==> config.mk <==
export PLATFORM = sky130hd
export DESIGN_NAME = cv32e40p_apu_arbiter_flat
export DESIGN_NICKNAME = d
export VERILOG_FILES = /design/src/rtl/cv32e40p_apu_core_pkg.sv /design/src/rtl/cv32e40p_apu_arbiter_if.sv /design/src/rtl/cv32e40p_apu_arb_id_fifo.sv /design/src/rtl/cv32e40p_apu_arbiter.sv /design/src/flat_wrapper.sv
export SDC_FILE = /design/constraint.sdc
export NUM_CORES = 1
export LEC_CHECK = 0
export ABC_AREA = 1
export BUFFER_PORTS_ARGS = -buffer_cell sky130_fd_sc_hd__buf_4
export CORE_AREA = 10 10 161 163
export CTS_BUF_LIST = sky130_fd_sc_hd__clkbuf_16
export DETAILED_ROUTE_END_ITERATION = 8
export DIE_AREA = 0 0 171 173
export PLACE_DENSITY_LB_ADDON = 0.08
export REMOVE_ABC_BUFFERS = 1
export SLEW_MARGIN = 20
export SYNTH_ARGS = -nofsm -noshare
export SYNTH_HDL_FRONTEND = slang
export SYNTH_SLANG_ARGS = --single-unit
==> constraint.sdc <==
create_clock -name clk_i -period 5.9 [get_ports clk_i]
set_input_delay 0.295 -clock clk_i [delete_from_list [all_inputs] [get_ports clk_i]]
set_output_delay 0.295 -clock clk_i [all_outputs]
set_load 0.005 [all_outputs]
==> src/rtl/cv32e40p_apu_core_pkg.sv <==
// -----------------------------------------------------------------------------
// cv32e40p_apu_core_pkg
// Shared APU width constants for the cv32e40p core, the shared-FPU arbiter
// types, and the helper that sizes the arbiter's core-ID fields.
// Contents:
//   APU_NARGS_CPU     number of 32-bit operands per APU request
//   APU_WOP_CPU       APU opcode width
//   APU_NDSFLAGS_CPU  downstream (core -> APU) flag width
//   APU_NUSFLAGS_CPU  upstream (APU -> core) flag width
//   apu_arb_lock_e    arbiter request-lock state
//   apu_arb_id_w()    width of a core index for a given number of cores
// -----------------------------------------------------------------------------
package cv32e40p_apu_core_pkg;

  localparam int APU_NARGS_CPU    = 3;
  localparam int APU_WOP_CPU      = 6;
  localparam int APU_NDSFLAGS_CPU = 15;
  localparam int APU_NUSFLAGS_CPU = 5;

  // The arbiter is either free to pick a new core each cycle, or locked onto
  // a core whose request has been presented but not yet granted.
  typedef enum logic {
    ARB_FREE   = 1'b0,
    ARB_LOCKED = 1'b1
  } apu_arb_lock_e;

  // Core-index width. It never drops below one bit, so the index always has
  // a real vector to live in.
  function automatic int apu_arb_id_w(input int num_req);
    return (num_req > 2) ? $clog2(num_req) : 1;
  endfunction

endpackage

==> src/rtl/cv32e40p_apu_arbiter_if.sv <==
// -----------------------------------------------------------------------------
// cv32e40p_apu_arbiter_if
// Bundles the per-core APU master ports and the single FPU-wrapper port that
// the shared-FPU arbiter sits between. Signal suffixes are from the
// arbiter's point of view.
// Modports:
//   slave  : the arbiter (takes core requests and FPU responses, drives
//            grants, result valids, and the FPU request)
//   master : the environment (cores plus the FPU wrapper)
// Signals:
//   req_apu_req_i / gnt_o / operands_i / op_i / flags_i   per-core request
//   req_apu_rvalid_o / rdata_o / rflags_o                  core response
//   fpu_apu_req_o / gnt_i / operands_o / op_o / flags_o    FPU request
//   fpu_apu_rvalid_i / rdata_i / rflags_i                  FPU response
// -----------------------------------------------------------------------------
interface cv32e40p_apu_arbiter_if #(
  parameter int NUM_REQ = 2
);
  import cv32e40p_apu_core_pkg::*;

  logic [NUM_REQ-1:0]                         req_apu_req_i;
  logic [NUM_REQ-1:0]                         req_apu_gnt_o;
  logic [NUM_REQ-1:0][APU_NARGS_CPU-1:0][31:0] req_apu_operands_i;
  logic [NUM_REQ-1:0][APU_WOP_CPU-1:0]        req_apu_op_i;
  logic [NUM_REQ-1:0][APU_NDSFLAGS_CPU-1:0]   req_apu_flags_i;
  logic [NUM_REQ-1:0]                         req_apu_rvalid_o;
  logic [31:0]                                req_apu_rdata_o;
  logic [APU_NUSFLAGS_CPU-1:0]                req_apu_rflags_o;

  logic                                       fpu_apu_req_o;
  logic                                       fpu_apu_gnt_i;
  logic [APU_NARGS_CPU-1:0][31:0]             fpu_apu_operands_o;
  logic [APU_WOP_CPU-1:0]                     fpu_apu_op_o;
  logic [APU_NDSFLAGS_CPU-1:0]                fpu_apu_flags_o;
  logic                                       fpu_apu_rvalid_i;
  logic [31:0]                                fpu_apu_rdata_i;
  logic [APU_NUSFLAGS_CPU-1:0]                fpu_apu_rflags_i;

  modport slave (
    input  req_apu_req_i, req_apu_operands_i, req_apu_op_i, req_apu_flags_i,
    output req_apu_gnt_o, req_apu_rvalid_o, req_apu_rdata_o, req_apu_rflags_o,
    output fpu_apu_req_o, fpu_apu_operands_o, fpu_apu_op_o, fpu_apu_flags_o,
    input  fpu_apu_gnt_i, fpu_apu_rvalid_i, fpu_apu_rdata_i, fpu_apu_rflags_i
  );

  modport master (
    output req_apu_req_i, req_apu_operands_i, req_apu_op_i, req_apu_flags_i,
    input  req_apu_gnt_o, req_apu_rvalid_o, req_apu_rdata_o, req_apu_rflags_o,
    input  fpu_apu_req_o, fpu_apu_operands_o, fpu_apu_op_o, fpu_apu_flags_o,
    output fpu_apu_gnt_i, fpu_apu_rvalid_i, fpu_apu_rdata_i, fpu_apu_rflags_i
  );

endinterface

==> src/rtl/cv32e40p_apu_arb_id_fifo.sv <==
// -----------------------------------------------------------------------------
// cv32e40p_apu_arb_id_fifo
// In-order queue of core IDs for operations that have been issued to the FPU
// but have not yet returned. The head is the owner of the next FPU result.
// Ports:
//   clk_i, rst_i  clock and asynchronous active-high reset
//   push_i, id_i  enqueue id_i (ignored when full)
//   pop_i         dequeue the head (ignored when empty)
//   head_o        oldest stored ID
//   full_o        DEPTH entries stored
//   empty_o       no entries stored
//   count_o       current occupancy, 0..DEPTH
// -----------------------------------------------------------------------------
module cv32e40p_apu_arb_id_fifo #(
  parameter int DEPTH = 4,
  parameter int ID_W  = 1
) (
  input  logic                     clk_i,
  input  logic                     rst_i,
  input  logic                     push_i,
  input  logic                     pop_i,
  input  logic [ID_W-1:0]          id_i,
  output logic [ID_W-1:0]          head_o,
  output logic                     full_o,
  output logic                     empty_o,
  output logic [$clog2(DEPTH):0]   count_o
);

  localparam int PTR_W = (DEPTH > 1) ? $clog2(DEPTH) : 1;
  localparam int CNT_W = $clog2(DEPTH) + 1;

  logic [ID_W-1:0]  mem_q [DEPTH];
  logic [PTR_W-1:0] wptr_q, rptr_q;
  logic [CNT_W-1:0] count_q;
  logic             push_ok, pop_ok;

  assign full_o  = (count_q == CNT_W'(DEPTH));
  assign empty_o = (count_q == '0);
  assign push_ok = push_i && !full_o;
  assign pop_ok  = pop_i && !empty_o;
  assign head_o  = mem_q[rptr_q];
  assign count_o = count_q;

  // ID storage needs no reset: an entry is only read after it has been
  // written, because the count gates every read.
  always_ff @(posedge clk_i) begin
    if (push_ok) begin
      mem_q[wptr_q] <= id_i;
    end
  end

  // Pointers wrap at DEPTH; the count tracks occupancy so a simultaneous
  // push and pop leaves it unchanged.
  always_ff @(posedge clk_i or posedge rst_i) begin
    if (rst_i) begin
      wptr_q  <= '0;
      rptr_q  <= '0;
      count_q <= '0;
    end else begin
      if (push_ok) begin
        wptr_q <= (wptr_q == PTR_W'(DEPTH - 1)) ? '0 : wptr_q + PTR_W'(1);
      end
      if (pop_ok) begin
        rptr_q <= (rptr_q == PTR_W'(DEPTH - 1)) ? '0 : rptr_q + PTR_W'(1);
      end
      case ({push_ok, pop_ok})
        2'b10:   count_q <= count_q + CNT_W'(1);
        2'b01:   count_q <= count_q - CNT_W'(1);
        default: count_q <= count_q;
      endcase
    end
  end

endmodule

==> src/rtl/cv32e40p_apu_arbiter.sv <==
// -----------------------------------------------------------------------------
// cv32e40p_apu_arbiter
// Shares one APU/FPU wrapper between NUM_REQ cores. It makes round-robin
// grants and locks onto a presented-but-ungranted request so that the
// operands seen by the FPU stay stable. An ID FIFO routes each in-order FPU
// result back to the core that issued it. Both the request path and the
// response path are combinational.
// Ports:
//   clk_i, rst_i   clock and asynchronous active-high reset
//   bus            cv32e40p_apu_arbiter_if.slave (cores <-> FPU traffic)
//   outstanding_o  number of issued operations still waiting for a result
//   err_o          sticky: an FPU result arrived with no owner
// -----------------------------------------------------------------------------
module cv32e40p_apu_arbiter #(
  parameter int NUM_REQ         = 2,
  parameter int MAX_OUTSTANDING = 4
) (
  input  logic                             clk_i,
  input  logic                             rst_i,
  cv32e40p_apu_arbiter_if.slave            bus,
  output logic [$clog2(MAX_OUTSTANDING):0] outstanding_o,
  output logic                             err_o
);
  import cv32e40p_apu_core_pkg::*;

  localparam int ID_W = apu_arb_id_w(NUM_REQ);

  logic [ID_W-1:0]    rr_ptr_q, sel_q, sel, cand, rr_next;
  apu_arb_lock_e      lock_q;
  logic               err_q;
  logic               found, any_req, fpu_req, handshake, bypass, push, pop;
  logic               fifo_full, fifo_empty;
  logic [ID_W-1:0]    head_id;
  logic [NUM_REQ-1:0] gnt_vec, rvalid_vec;

  // Pick the requester: the locked core if a request is pending, otherwise
  // the first requesting core at or after the round-robin pointer.
  always_comb begin
    sel   = rr_ptr_q;
    cand  = '0;
    found = 1'b0;
    if (lock_q == ARB_LOCKED) begin
      sel = sel_q;
    end else begin
      for (int k = 0; k < NUM_REQ; k++) begin
        cand = ID_W'((int'(rr_ptr_q) + k) % NUM_REQ);
        if (!found && bus.req_apu_req_i[cand]) begin
          sel   = cand;
          found = 1'b1;
        end
      end
    end
  end

  assign any_req   = |bus.req_apu_req_i;
  assign fpu_req   = any_req && !fifo_full;
  assign handshake = fpu_req && bus.fpu_apu_gnt_i;

  // A result that returns in the same cycle as its grant, with nothing
  // older in flight, belongs to the core being granted. It never enters
  // the FIFO.
  assign bypass = fifo_empty && handshake && bus.fpu_apu_rvalid_i;
  assign push   = handshake && !bypass;
  assign pop    = bus.fpu_apu_rvalid_i && !fifo_empty;

  assign rr_next = (int'(sel) == NUM_REQ - 1) ? '0 : sel + ID_W'(1);

  assign bus.fpu_apu_req_o      = fpu_req;
  assign bus.fpu_apu_operands_o = bus.req_apu_operands_i[sel];
  assign bus.fpu_apu_op_o       = bus.req_apu_op_i[sel];
  assign bus.fpu_apu_flags_o    = bus.req_apu_flags_i[sel];
  assign bus.req_apu_rdata_o    = bus.fpu_apu_rdata_i;
  assign bus.req_apu_rflags_o   = bus.fpu_apu_rflags_i;
  assign bus.req_apu_gnt_o      = gnt_vec;
  assign bus.req_apu_rvalid_o   = rvalid_vec;

  // One-hot grant to the selected core; one-hot result valid to the owner
  // of the result. An orphan result leaves every valid low.
  always_comb begin
    gnt_vec    = '0;
    rvalid_vec = '0;
    if (handshake) begin
      gnt_vec[sel] = 1'b1;
    end
    if (bypass) begin
      rvalid_vec[sel] = 1'b1;
    end else if (pop) begin
      rvalid_vec[head_id] = 1'b1;
    end
  end

  // Lock, round-robin pointer and sticky error. A request that is presented
  // but not granted locks the choice. A full FIFO suppresses the request,
  // so the lock is held and the same core goes first once space frees.
  always_ff @(posedge clk_i or posedge rst_i) begin
    if (rst_i) begin
      rr_ptr_q <= '0;
      sel_q    <= '0;
      lock_q   <= ARB_FREE;
      err_q    <= 1'b0;
    end else begin
      if (handshake) begin
        rr_ptr_q <= rr_next;
        lock_q   <= ARB_FREE;
      end else if (fpu_req) begin
        lock_q <= ARB_LOCKED;
        sel_q  <= sel;
      end
      if (bus.fpu_apu_rvalid_i && fifo_empty && !handshake) begin
        err_q <= 1'b1;
      end
    end
  end

  assign err_o = err_q;

  cv32e40p_apu_arb_id_fifo #(
    .DEPTH (MAX_OUTSTANDING),
    .ID_W  (ID_W)
  ) u_id_fifo (
    .clk_i   (clk_i),
    .rst_i   (rst_i),
    .push_i  (push),
    .pop_i   (pop),
    .id_i    (sel),
    .head_o  (head_id),
    .full_o  (fifo_full),
    .empty_o (fifo_empty),
    .count_o (outstanding_o)
  );

endmodule
==> src/flat_wrapper.sv <==
// flat-port wrapper written by rule: the top's interface ports become plain ports
module cv32e40p_apu_arbiter_flat import cv32e40p_apu_core_pkg::*;
#(
  parameter int NUM_REQ         = 2,
  parameter int MAX_OUTSTANDING = 4
)
  (clk_i, rst_i, outstanding_o, err_o, bus_req_apu_req_i, bus_req_apu_operands_i, bus_req_apu_op_i, bus_req_apu_flags_i, bus_req_apu_gnt_o, bus_req_apu_rvalid_o, bus_req_apu_rdata_o, bus_req_apu_rflags_o, bus_fpu_apu_req_o, bus_fpu_apu_operands_o, bus_fpu_apu_op_o, bus_fpu_apu_flags_o, bus_fpu_apu_gnt_i, bus_fpu_apu_rvalid_i, bus_fpu_apu_rdata_i, bus_fpu_apu_rflags_i);
  cv32e40p_apu_arbiter_if #(.NUM_REQ(NUM_REQ)) bus_i ();
  input  logic clk_i;
  input  logic rst_i;
  output logic [$clog2(MAX_OUTSTANDING):0] outstanding_o;
  output logic err_o;
  input wire logic [$bits(bus_i.req_apu_req_i)-1:0] bus_req_apu_req_i;
  input wire logic [$bits(bus_i.req_apu_operands_i)-1:0] bus_req_apu_operands_i;
  input wire logic [$bits(bus_i.req_apu_op_i)-1:0] bus_req_apu_op_i;
  input wire logic [$bits(bus_i.req_apu_flags_i)-1:0] bus_req_apu_flags_i;
  output wire logic [$bits(bus_i.req_apu_gnt_o)-1:0] bus_req_apu_gnt_o;
  output wire logic [$bits(bus_i.req_apu_rvalid_o)-1:0] bus_req_apu_rvalid_o;
  output wire logic [$bits(bus_i.req_apu_rdata_o)-1:0] bus_req_apu_rdata_o;
  output wire logic [$bits(bus_i.req_apu_rflags_o)-1:0] bus_req_apu_rflags_o;
  output wire logic [$bits(bus_i.fpu_apu_req_o)-1:0] bus_fpu_apu_req_o;
  output wire logic [$bits(bus_i.fpu_apu_operands_o)-1:0] bus_fpu_apu_operands_o;
  output wire logic [$bits(bus_i.fpu_apu_op_o)-1:0] bus_fpu_apu_op_o;
  output wire logic [$bits(bus_i.fpu_apu_flags_o)-1:0] bus_fpu_apu_flags_o;
  input wire logic [$bits(bus_i.fpu_apu_gnt_i)-1:0] bus_fpu_apu_gnt_i;
  input wire logic [$bits(bus_i.fpu_apu_rvalid_i)-1:0] bus_fpu_apu_rvalid_i;
  input wire logic [$bits(bus_i.fpu_apu_rdata_i)-1:0] bus_fpu_apu_rdata_i;
  input wire logic [$bits(bus_i.fpu_apu_rflags_i)-1:0] bus_fpu_apu_rflags_i;
  assign bus_i.req_apu_req_i = bus_req_apu_req_i;
  assign bus_i.req_apu_operands_i = bus_req_apu_operands_i;
  assign bus_i.req_apu_op_i = bus_req_apu_op_i;
  assign bus_i.req_apu_flags_i = bus_req_apu_flags_i;
  assign bus_req_apu_gnt_o = bus_i.req_apu_gnt_o;
  assign bus_req_apu_rvalid_o = bus_i.req_apu_rvalid_o;
  assign bus_req_apu_rdata_o = bus_i.req_apu_rdata_o;
  assign bus_req_apu_rflags_o = bus_i.req_apu_rflags_o;
  assign bus_fpu_apu_req_o = bus_i.fpu_apu_req_o;
  assign bus_fpu_apu_operands_o = bus_i.fpu_apu_operands_o;
  assign bus_fpu_apu_op_o = bus_i.fpu_apu_op_o;
  assign bus_fpu_apu_flags_o = bus_i.fpu_apu_flags_o;
  assign bus_i.fpu_apu_gnt_i = bus_fpu_apu_gnt_i;
  assign bus_i.fpu_apu_rvalid_i = bus_fpu_apu_rvalid_i;
  assign bus_i.fpu_apu_rdata_i = bus_fpu_apu_rdata_i;
  assign bus_i.fpu_apu_rflags_i = bus_fpu_apu_rflags_i;
  cv32e40p_apu_arbiter #(.NUM_REQ(NUM_REQ), .MAX_OUTSTANDING(MAX_OUTSTANDING)) u_core (.clk_i(clk_i), .rst_i(rst_i), .bus(bus_i), .outstanding_o(outstanding_o), .err_o(err_o));
endmodule
==> reports/metrics.cfg, run 1 <==
[status]
status = finished clean

[final_layout]
fin_util = 0.245
area_growth_pct = 99.1
fill_cells = 2611
final_nets = 1110
mostFrequentLayoutCells = buf_4, nand2_1, nand3_1
drive_gt1_frac = 0.458
final_common_cell = buf_4
fin_cells = 1113
design_area_um2 = 5530

[sta]
min_period_over_period = 0.555
rsz0062_at_grt = false
fmax_mhz = 306
setup_viol = 0
hold_ws_ps = 68.5
slew_headroom = 0.449
slew_violations = 0
tightestPinTransition_ps = 826
finalHoldViolations = 0
fin_tns_setup_ps = 0
worst_clock_skew_ps = 1.06
period_minus_slack_ps = 3270
timing.final.ws_setup_ps = 2630

[clocking]
cts_hold_buf = 0
clock-sinks = 15
ctsResizeCount = 0
cts-root-buf = clkbuf_16
cts_tree = done
insertion_delay_ps = 250
cts_buffers = 3
cts_buffer_depth = 2
cts.clk_slew.worst_paths_ps = 50
postCtsSetupRepairBufs = 0
cts.htree.levels = 1

[placed_design]
dpl.cell_count = 1106
gp_congestion = 0.819
port_buffers = 365
pre_cts_slack_ps = 2820
dpl.hpwl_mm = 21.3
dpl_cell_area_um2 = 5450

[global_route]
met2_usage = 0.276
grt_pass1_wl_mm = 34.1
grt_use_met1 = 0.158
gr-total-overflow = 0
globalRouteMet3Util = 0.101
grt_pass1_vias = 4631
track_usage = 0.159
grt_max_degree = 75
antenna_found_initial = 5
gr-max-usage-layer = met2

[route]
drt_iter0_markers = 271
viasPerCell = 4.00
vias = 4457
postRouteAntennaNets = 0
drt_pass1_iterations = 4
drcViolationCount = 0
wl_mm = 25.1
post_drt_wl_per_cell_um = 22.5

[floorplanning]
fp.coreArea_um2 = 22600
die_h_um = 173
die_w_um = 171
start_util = 0.123
die_area_um2 = 29600
row_count = 55
ioPinCount = 440

[worst_setup_path]
endpoint_kind = output pin
critPathKind = reg -> out
start_kind = flop
arrival_ps = 2980
crit_required_ps = 5610
critPathMaxFanout = 74

[job]
drv_cap = 0

[synth]
synth-compound-area-share = 0.0257
synth-adder-area-share = 0.0342
syn_inst = 528
synth_area_leaders = nand2_1, nand3_1, buf_4, dfrtp_1, edfxtp_1
syn-cell-area_um2 = 2780
ys_ff_latch = 15
synth_simple_gate_area_frac = 0.593
synth_xor_xnor_area_share = 0.00630
avgSynthCellArea_um2 = 5.27
muxShareOfSynthArea = 0.00405
synth_top_family_by_area = simple AND/OR/NAND/NOR gates
yosysWarnings = 0
yosysTopAreaCell = nand2_1
yosysSeqAreaShare = 0.142
synth_top_area_share = 0.350
yosys.cell_types.count = 21

[pwr]
power_switching_mw = 1.07
clkPwrFrac = 0.062
switching_share = 0.495
p_total_mw = 2.15
combPwrFrac = 0.847
cellPowerDensity_nw_per_um2 = 389
seq_power_share = 0.091
intPower_mw = 1.09
ir_worst_vdd_uv = 144
p_leak_nw = 3.28

[min_path]
hold_class = in -> async

-- worst max-delay path, cell delays in order (launching register included) --
cell and delay, ps:
dfrtp_1 420, a21oi_2 190, nand2_4 320, nand2_4 720
buf_4 610, nand2_1 180, nand2_1 100, buf_4 110
-- sequential cells by signal (all words and copies together) (netlist names) --
register                  cells
u_core.u_id_fifo.mem_q        4
u_core.err_o                  1
u_core.lock_q                 1
u_core.u_id_fifo.wptr_q       2
u_core.rr_ptr_q               1
u_core.u_id_fifo.rptr_q       2
u_core.u_id_fifo.count_o      3
u_core.sel_q                  1
-- cell type report --
class	instances	area (um^2)	share of cell area
Multi-Input combinational cell	419	1860	0.336
Clock buffer	3	75.1	0.0136
Tap cell	285	357	0.0644
Sequential cell	15	395	0.0714
Inverter	19	71.3	0.0129
Clock inverter	1	5.00	0.000904
Timing Repair Buffer	368	2760	0.499
Antenna cell	3	7.51	0.00136
-- kinds of logic after synthesis --
logic type / Yosys count
simple gates: 397
buf+inv: 94
flops: 15
compound gates: 12
fa+ha+maj: 7
xor+xnor: 2
mux: 1
-- power by group through the flow --
stage / sequential, mW / clock (mW) / combinational [mW]
after CTS: 0.197 / 0.138 / 1.88
after global placement: 0.199 / 0 / 1.91
after global routing: 0.204 / 0.145 / 2.05
final: 0.195 / 0.134 / 1.82
after floorplan: 0.187 / 0 / 0.806
after detailed placement: 0.198 / 0 / 1.86
-- path summary, 6_finish.rpt --
kind	startpoint	end	slack (ps)	cells past startpoint
max in group asynchronous	rst_i	u_core.u_id_fifo.wptr_q[0]$_DFFE_PP0P_	5510	2
max reg2reg	u_core.lock_q$_DFFE_PP0P_	u_core.u_id_fifo.mem_q[0]$_DFFE_PP_	3280	4
min	rst_i	u_core.u_id_fifo.rptr_q[1]$_DFFE_PP0P_	70	2
min reg2reg	u_core.err_o$_DFFE_PP0P_	u_core.err_o$_DFFE_PP0P_	470	1
max	u_core.lock_q$_DFFE_PP0P_	bus_fpu_apu_operands_o[46]	2630	7
min in group clk_i	bus_fpu_apu_gnt_i	u_core.sel_q$_DFFE_PP0P_	320	4
-- per-layer routing --
metal  share of wire  vias up
met4          0.0057        6
met2            0.51      221
li1                -     2233
met1            0.35     1983
met5          0.0063        -
met3            0.14       14
-- synthesized netlist by cell type (all sizes together) --
master    n
o21bai    3
mux2      1
ha        6
nand3   122
nand2   261
edfxtp    4
clkbuf   17
xnor2     1
o21ai     5
nor2     14
inv      19
xor2      1
fa        1
a21oi     4
buf      58
dfrtp    11
No activity file was read; power rests on OpenSTA's default activity.
==> run 2: changes to the inputs <==
==> constraint.sdc (replaced) <==
create_clock -name clk_i -period 3.2 [get_ports clk_i]
set_input_delay 0.16 -clock clk_i [delete_from_list [all_inputs] [get_ports clk_i]]
set_output_delay 0.16 -clock clk_i [all_outputs]
set_load 0.005 [all_outputs]
==> run 2 against run 1 <==
Final cell count increased by 0.18%. Wire length decreased by 0.67%. Clock skew increased by 2.4 ps. Worst setup slack got worse by 1800 ps. Clock power increased by 87%. Combinational power increased by 88%. Die area unchanged. Core utilization increased by 0.24 points. First-iteration DRC count decreased by 21%. Register-to-register slack got worse by 2500 ps. Largest power group unchanged. Highest routed layer unchanged.
==> reports/metrics.cfg, run 2 (synthesized netlist as in run 1, its figures left out) <==
[status]
status = finished clean  ; unchanged

[worst_setup_path]
start_kind = flop  ; unchanged
endpoint_kind = flop  ; was output pin
critPathKind = reg -> reg  ; was reg -> out
crit_required_ps = 3320  ; was 5610 ps
critPathMaxFanout = 9  ; was 74
arrival_ps = 2500  ; was 2980 ps

[final_layout]
fin_cells = 1115  ; was 1113
regMostFlops = u_core.u_id_fifo.mem_q  ; unchanged
drive_gt1_frac = 0.458  ; about the same
mostFrequentLayoutCells = buf_4, nand2_1, nand3_1  ; unchanged
design_area_um2 = 5590  ; was 5530 um^2
largest_reg_flops = 4  ; unchanged
fin_util = 0.248  ; was 0.245
final_nets = 1112  ; was 1110
area_growth_pct = 101  ; was 99.1%
final_common_cell = buf_4  ; unchanged

[sta]
period_minus_slack_ps = 2380
tightestPinTransition_ps = 644  ; was 826 ps
fmax_mhz = 421
slew_violations = 0  ; unchanged
setup_viol = 0  ; unchanged
worst_clock_skew_ps = 3.41  ; was 1.06 ps
rsz0062_at_grt = false  ; unchanged
timing.final.ws_setup_ps = 822  ; was 2630 ps
slew_headroom = 0.570  ; was 0.449
finalHoldViolations = 0  ; unchanged
min_period_over_period = 0.743

[global_route]
grt_max_degree = 119  ; was 75
grt_pass1_vias = 4693  ; was 4631
antenna_found_initial = 3  ; was 5
gr-total-overflow = 0  ; unchanged
track_usage = 0.159  ; about the same
grt_pass1_wl_mm = 34.2  ; was 34.1 mm

[pwr]
cellPowerDensity_nw_per_um2 = 722  ; was 389 nW/um^2
ir_worst_vdd_uv = 370  ; was 144 uV
p_leak_nw = 3.30  ; was 3.28 nW

[route]
met2_length_mm = 12.6  ; was 12.7 mm
wl_mm = 24.9  ; was 25.1 mm
drt_pass1_iterations = 5  ; was 4
vias = 4459  ; was 4457
drcViolationCount = 0  ; unchanged
post_drt_wl_per_cell_um = 22.3  ; was 22.5 um
dr.max_layer_used = met5  ; unchanged
viasPerCell = 4.00  ; about the same
postRouteAntennaNets = 0  ; unchanged
drt-met1-wl_mm = 8.53  ; was 8.70 mm
wl_met3_mm = 3.47  ; was 3.39 mm
drt_iter0_markers = 214  ; was 271

[placed_design]
pre_cts_slack_ps = 791  ; was 2820 ps
dpl.hpwl_mm = 21.0  ; was 21.3 mm
gp_congestion = 0.809  ; was 0.819
dpl_cell_area_um2 = 5490  ; was 5450 um^2
port_buffers = 365  ; unchanged
dpl.cell_count = 1107  ; was 1106

[clocking]
cts.htree.levels = 1  ; unchanged
cts-root-buf = clkbuf_16  ; unchanged
cts_buffers = 3  ; unchanged
postCtsSetupRepairBufs = 0  ; unchanged
insertion_delay_ps = 250  ; about the same
cts.clk_slew.worst_paths_ps = 50  ; about the same
cts_buffer_depth = 2  ; unchanged
clock-sinks = 15  ; unchanged
cts_tree = done  ; unchanged

[floorplanning]
fp.coreArea_um2 = 22600  ; unchanged
start_util = 0.123  ; unchanged
ioPinCount = 440  ; unchanged
row_count = 55  ; unchanged
die_area_um2 = 29600  ; unchanged
die_h_um = 173  ; unchanged
die_w_um = 171  ; unchanged

[job]
drv_cap = 0  ; unchanged

[min_path]
hold_class = in -> reg  ; was in -> async

run 2: cell types whose count changed in the layout (fill, tap and decap cells not counted):
cell           previous run  this run
buf_4                   368       366
buf_12                    0         3
dlygate4sd3_1             0         1
run 2: area by class of cell:
type / count / area [um^2]
Multi-Input combinational cell: 419 / 1860
Fill cell: 2617 / 17000
Clock buffer: 3 / 75.1
Tap cell: 285 / 357
Timing Repair Buffer: 370 / 2820
Antenna cell: 3 / 7.51
Sequential cell: 15 / 395
Clock inverter: 1 / 5.00
Inverter: 19 / 71.3
run 2: worst paths after layout:
path	from	to	slack, ps	depth (start not counted)
setup reg to reg	u_core.u_id_fifo.count_o[0]$_DFFE_PP0P_	u_core.u_id_fifo.count_o[2]$_DFFE_PP0P_	820	10
setup / recovery	u_core.u_id_fifo.count_o[0]$_DFFE_PP0P_	u_core.u_id_fifo.count_o[2]$_DFFE_PP0P_	820	10
hold reg to reg	u_core.rr_ptr_q$_DFFE_PP0N_	u_core.rr_ptr_q$_DFFE_PP0N_	500	2
hold / removal	bus_fpu_apu_gnt_i	u_core.sel_q$_DFFE_PP0P_	190	4
max in group asynchronous	rst_i	u_core.sel_q$_DFFE_PP0P_	2380	3
min in group asynchronous	rst_i	u_core.u_id_fifo.rptr_q[1]$_DFFE_PP0P_	490	3
run 2: routing by layer:
metal,GRT usage,up-vias
met2,0.274,219
met3,0.104,10
met1,0.157,1993
met4,0.0203,2
li1,-,2235
met5,0.0330,-
run 2: power breakdown:
| part | switching [mW] | internal [mW] | leakage (nW) |
|---|---|---|---|
| Sequential | 0.0719 | 0.287 | 0.167 |
| Clock | 0.0828 | 0.167 | 0.0409 |
| Combinational | 1.84 | 1.59 | 3.10 |
run 2: per-stage QoR:
stage | setup TNS (ps) | power [mW] | hold WS [ps]
floorplan | -138570 | 1.83 | 12.4
global placement | 0 | 3.97 | 217
detailed placement | 0 | 3.87 | 220
CTS | 0 | 4.15 | 189
global route | 0 | 4.49 | 191
finish | 0 | 4.04 | 185
run 2: worst max-delay path, cell delays in order, from the launching register on:
cell	delay (ps)
dfrtp_1	420
nor2_1	90
nand2_1	80
nand3_1	240
nor2_1	260
inv_1	140
ha_1	260
fa_1	390
a21oi_1	130
o21ai_0	110
xor2_1	150
run 2: what timing repair did:
action                                  in CTS  in global routing
gates resized for setup                      0                  0
endpoints found under the setup margin       0                  0
hold buffers                                 1                  0
hold endpoints to repair                    11                  0
==> run 3: changes to the inputs <==
--- a/config.mk
+++ b/config.mk
@@ -5,12 +5,12 @@
 export SDC_FILE = /design/constraint.sdc
 export NUM_CORES = 1
 export LEC_CHECK = 0
-export ABC_AREA = 1
+export ABC_AREA = 0
 export BUFFER_PORTS_ARGS = -buffer_cell sky130_fd_sc_hd__buf_4
-export CORE_AREA = 10 10 161 163
+export CORE_AREA = 10 10 164 166
 export CTS_BUF_LIST = sky130_fd_sc_hd__clkbuf_16
 export DETAILED_ROUTE_END_ITERATION = 8
-export DIE_AREA = 0 0 171 173
+export DIE_AREA = 0 0 174 176
 export PLACE_DENSITY_LB_ADDON = 0.08
 export REMOVE_ABC_BUFFERS = 1
 export SLEW_MARGIN = 20
==> constraint.sdc (replaced) <==
create_clock -name clk_i -period 2.3 [get_ports clk_i]
set_input_delay 0.115 -clock clk_i [delete_from_list [all_inputs] [get_ports clk_i]]
set_output_delay 0.115 -clock clk_i [all_outputs]
set_load 0.005 [all_outputs]
==> run 3 against run 2 <==
Via count fell by 30%. Global-route usage fell by 3.3 points. Power rose by 30%. Clock skew fell by 0.98 ps. Largest cell class unchanged. Highest routed layer is now met4.
==> reports/metrics.cfg, run 3 <==
[sta]
period_minus_slack_ps = 2140  ; was 2380 ps
fin_tns_setup_ps = 0  ; unchanged
timing.final.ws_setup_ps = 157  ; was 822 ps
slew_headroom = 0.684  ; was 0.570
setup_viol = 0  ; unchanged
fmax_mhz = 467  ; was 421 MHz
finalHoldViolations = 0  ; unchanged
worst_clock_skew_ps = 2.43  ; was 3.41 ps
hold_ws_ps = 146  ; was 185 ps
min_period_over_period = 0.932  ; was 0.743
tightestPinTransition_ps = 473  ; was 644 ps
rsz0062_at_grt = false  ; unchanged
slew_violations = 0  ; unchanged

[placed_design]
dpl_cell_area_um2 = 5780  ; was 5490 um^2
port_buffers = 365  ; unchanged
gp_congestion = 0.776  ; was 0.809
dpl.cell_count = 887  ; was 1107
pre_cts_slack_ps = 187  ; was 791 ps
dpl.hpwl_mm = 19.6  ; was 21.0 mm

[route]
vias = 3138  ; was 4459
post_drt_wl_per_cell_um = 23.9  ; was 22.3 um
viasPerCell = 3.51  ; was 4.00
wl_mm = 21.4  ; was 24.9 mm
drt_iter0_markers = 67  ; was 214
postRouteAntennaNets = 0  ; unchanged
drt_pass1_iterations = 4  ; was 5
drcViolationCount = 0  ; unchanged

[global_route]
antenna_found_initial = 1  ; was 3
track_usage = 0.126  ; was 0.159
gr-total-overflow = 0  ; unchanged
grt_pass1_vias = 3347  ; was 4693
grt_max_degree = 26  ; was 119
grt_pass1_wl_mm = 27.9  ; was 34.2 mm

[clocking]
cts_buffer_depth = 2  ; unchanged
cts.clk_slew.worst_paths_ps = 50  ; about the same
cts.htree.levels = 1  ; unchanged
cts_buffers = 3  ; unchanged
cts_tree = done  ; unchanged
clock-sinks = 15  ; unchanged
insertion_delay_ps = 240  ; was 250 ps
cts-root-buf = clkbuf_16  ; unchanged

[job]
drv_cap = 0  ; unchanged

[final_layout]
area_growth_pct = 104  ; was 101%
drive_gt1_frac = 0.879  ; was 0.458
mostFrequentLayoutCells = buf_4, mux2_4, mux2_2  ; was buf_4, nand2_1, nand3_1
fin_util = 0.247  ; was 0.248
fill_cells = 2630  ; was 2617
fin_cells = 893  ; was 1115
design_area_um2 = 5880  ; was 5590 um^2
regMostFlops = u_core.u_id_fifo.mem_q  ; unchanged
final_common_cell = buf_4  ; unchanged
largest_reg_flops = 4  ; unchanged
final_nets = 853  ; was 1112

[pwr]
ir_worst_vdd_uv = 614  ; was 370 uV
combPwrFrac = 0.840  ; was 0.849
intPower_mw = 3.36  ; was 2.04 mW
p_total_mw = 5.24  ; was 4.04 mW
clkPwrFrac = 0.064  ; was 0.062
cellPowerDensity_nw_per_um2 = 891  ; was 722 nW/um^2
power_switching_mw = 1.88  ; was 1.99 mW
switching_share = 0.359  ; was 0.493
seq_power_share = 0.096  ; was 0.089
p_leak_nw = 3.18  ; was 3.30 nW

[worst_setup_path]
critPathKind = reg -> reg  ; unchanged
crit_required_ps = 2420  ; was 3320 ps
critPathMaxFanout = 5  ; was 9
cp_slowest_stage_delay_ps = 440  ; was 420 ps
cp_slowest_cell = dfrtp_1  ; unchanged
arrival_ps = 2270  ; was 2500 ps
endpoint_kind = flop  ; unchanged
start_kind = flop  ; unchanged
crit_chain = nor3_1 > nand2b_1 > inv_1 > ha_1 > fa_1 > xnor2_1 > nor2_1 > xor2_1  ; was nor2_1 > nand2_1 > nand3_1 > nor2_1 > inv_1 > ha_1 > fa_1 > a21oi_1 > o21ai_0 > xor2_1

[synth]
yosys-top-cells-count = mux2_4, buf_4, mux2_2, dfrtp_1, buf_6  ; was nand2_1, nand3_1, buf_4, inv_1, clkbuf_1
yosys.cell_types.count = 30  ; was 21
yosysWarnings = 0  ; unchanged
synth_area_leaders = mux2_4, buf_4, dfrtp_1, mux2_2, edfxtp_1  ; was nand2_1, nand3_1, buf_4, dfrtp_1, edfxtp_1
avgSynthCellArea_um2 = 12.2  ; was 5.27 um^2
syn_inst = 236  ; was 528
synthMostInstantiatedCell = mux2_4  ; was nand2_1
ys_ff_latch = 15  ; unchanged
yosysTopAreaCell = mux2_4  ; was nand2_1
yosysSeqAreaShare = 0.137  ; was 0.142
synthFlopType = dfrtp_1  ; unchanged
async_flop_share = 0.733  ; unchanged
syn-cell-area_um2 = 2890  ; was 2780 um^2
synth_top_area_share = 0.509  ; was 0.350
synth_edf_count = 4  ; unchanged

[floorplanning]
row_count = 57  ; was 55
start_util = 0.121  ; was 0.123
ioPinCount = 440  ; unchanged
fp.coreArea_um2 = 23800  ; was 22600 um^2
die_h_um = 176  ; was 173 um
die_w_um = 174  ; was 171 um
die_area_um2 = 30600  ; was 29600 um^2

[status]
status = finished clean  ; unchanged

[min_path]
hold_class = in -> reg  ; unchanged

-- run 3: changes by cell type in the layout (fill, tap and decap cells not counted), moves of 4 or more --
cell / change
mux2_4: +98
and2_1: +4
inv_1: -12
nand2_1: -255
mux2_1: +9
buf_4: +6
mux2_2: +14
nor2_1: -6
nand3_1: -122
-- run 3: final cells by class --
class | instances | area, um^2 | area share
well taps | 324 | 405 | 0.0689
diodes | 1 | 2.50 | 0.000425
clock inverters | 1 | 5.00 | 0.000851
repair buffers | 378 | 2900 | 0.494
inverters | 7 | 26.3 | 0.00447
flip-flops and latches | 15 | 395 | 0.0672
clock buffers | 3 | 75.1 | 0.0128
multi-input cells | 164 | 2070 | 0.352
-- run 3: critical path: cells and delay by family (launching register included) --
kind | cells | cell delay [ps]
simple gates | 3 | 610
fa+ha+maj | 2 | 610
flops | 1 | 440
xor+xnor | 2 | 300
buf+inv | 1 | 70
-- run 3: routing by layer --
| metal | GRT usage | up-vias | wire [um] |
|---|---|---|---|
| met3 | 0.0587 | 2 | 2260 |
| met2 | 0.250 | 184 | 12200 |
| met1 | 0.117 | 1485 | 6870 |
| met4 | 0.0153 | 0 | 42 |
| li1 | - | 1467 | - |
| met5 | 0 | - | 0 |
-- run 3: worst paths after layout --
path / start / endpoint / slack (ps) / cells past startpoint
max: u_core.u_id_fifo.count_o[0]$_DFFE_PP0P_ / u_core.u_id_fifo.count_o[2]$_DFFE_PP0P_ / 160 / 8
min: bus_fpu_apu_rvalid_i / u_core.err_o$_DFFE_PP0P_ / 150 / 2
max reg2reg: u_core.u_id_fifo.count_o[0]$_DFFE_PP0P_ / u_core.u_id_fifo.count_o[2]$_DFFE_PP0P_ / 160 / 8
min reg2reg: u_core.err_o$_DFFE_PP0P_ / u_core.err_o$_DFFE_PP0P_ / 480 / 1
max in group asynchronous: rst_i / u_core.sel_q$_DFFE_PP0P_ / 1530 / 3
min in group asynchronous: rst_i / u_core.u_id_fifo.wptr_q[1]$_DFFE_PP0P_ / 440 / 3
-- run 3: kinds of logic after synthesis --
| logic type | Yosys count | share of synthesized area |
|---|---|---|
| adders and majority gates | 7 | 0.0329 |
| buffers and inverters | 57 | 0.150 |
| and+or+nand+nor | 19 | 0.0307 |
| DFF | 15 | 0.137 |
| AOI/OAI and AO/OA | 12 | 0.0299 |
| xor gates and xnor gates | 3 | 0.00909 |
| muxes | 123 | 0.610 |
-- run 3: timing repair --
action	CTS	global route
hold buffers	1	0
endpoints found under the setup margin	0	12
buffers inserted	0	0
hold endpoints to repair	11	0
resized for setup	0	1
-- run 3: power groups by stage --
stage | registers [mW] | clock network [mW] | logic, mW
finish | 0.505 | 0.336 | 4.40
global route | 0.528 | 0.358 | 4.74
CTS | 0.507 | 0.350 | 4.52
detailed placement | 0.509 | 0 | 4.51
global placement | 0.503 | 0 | 4.53
floorplan | 0.484 | 0 | 1.73
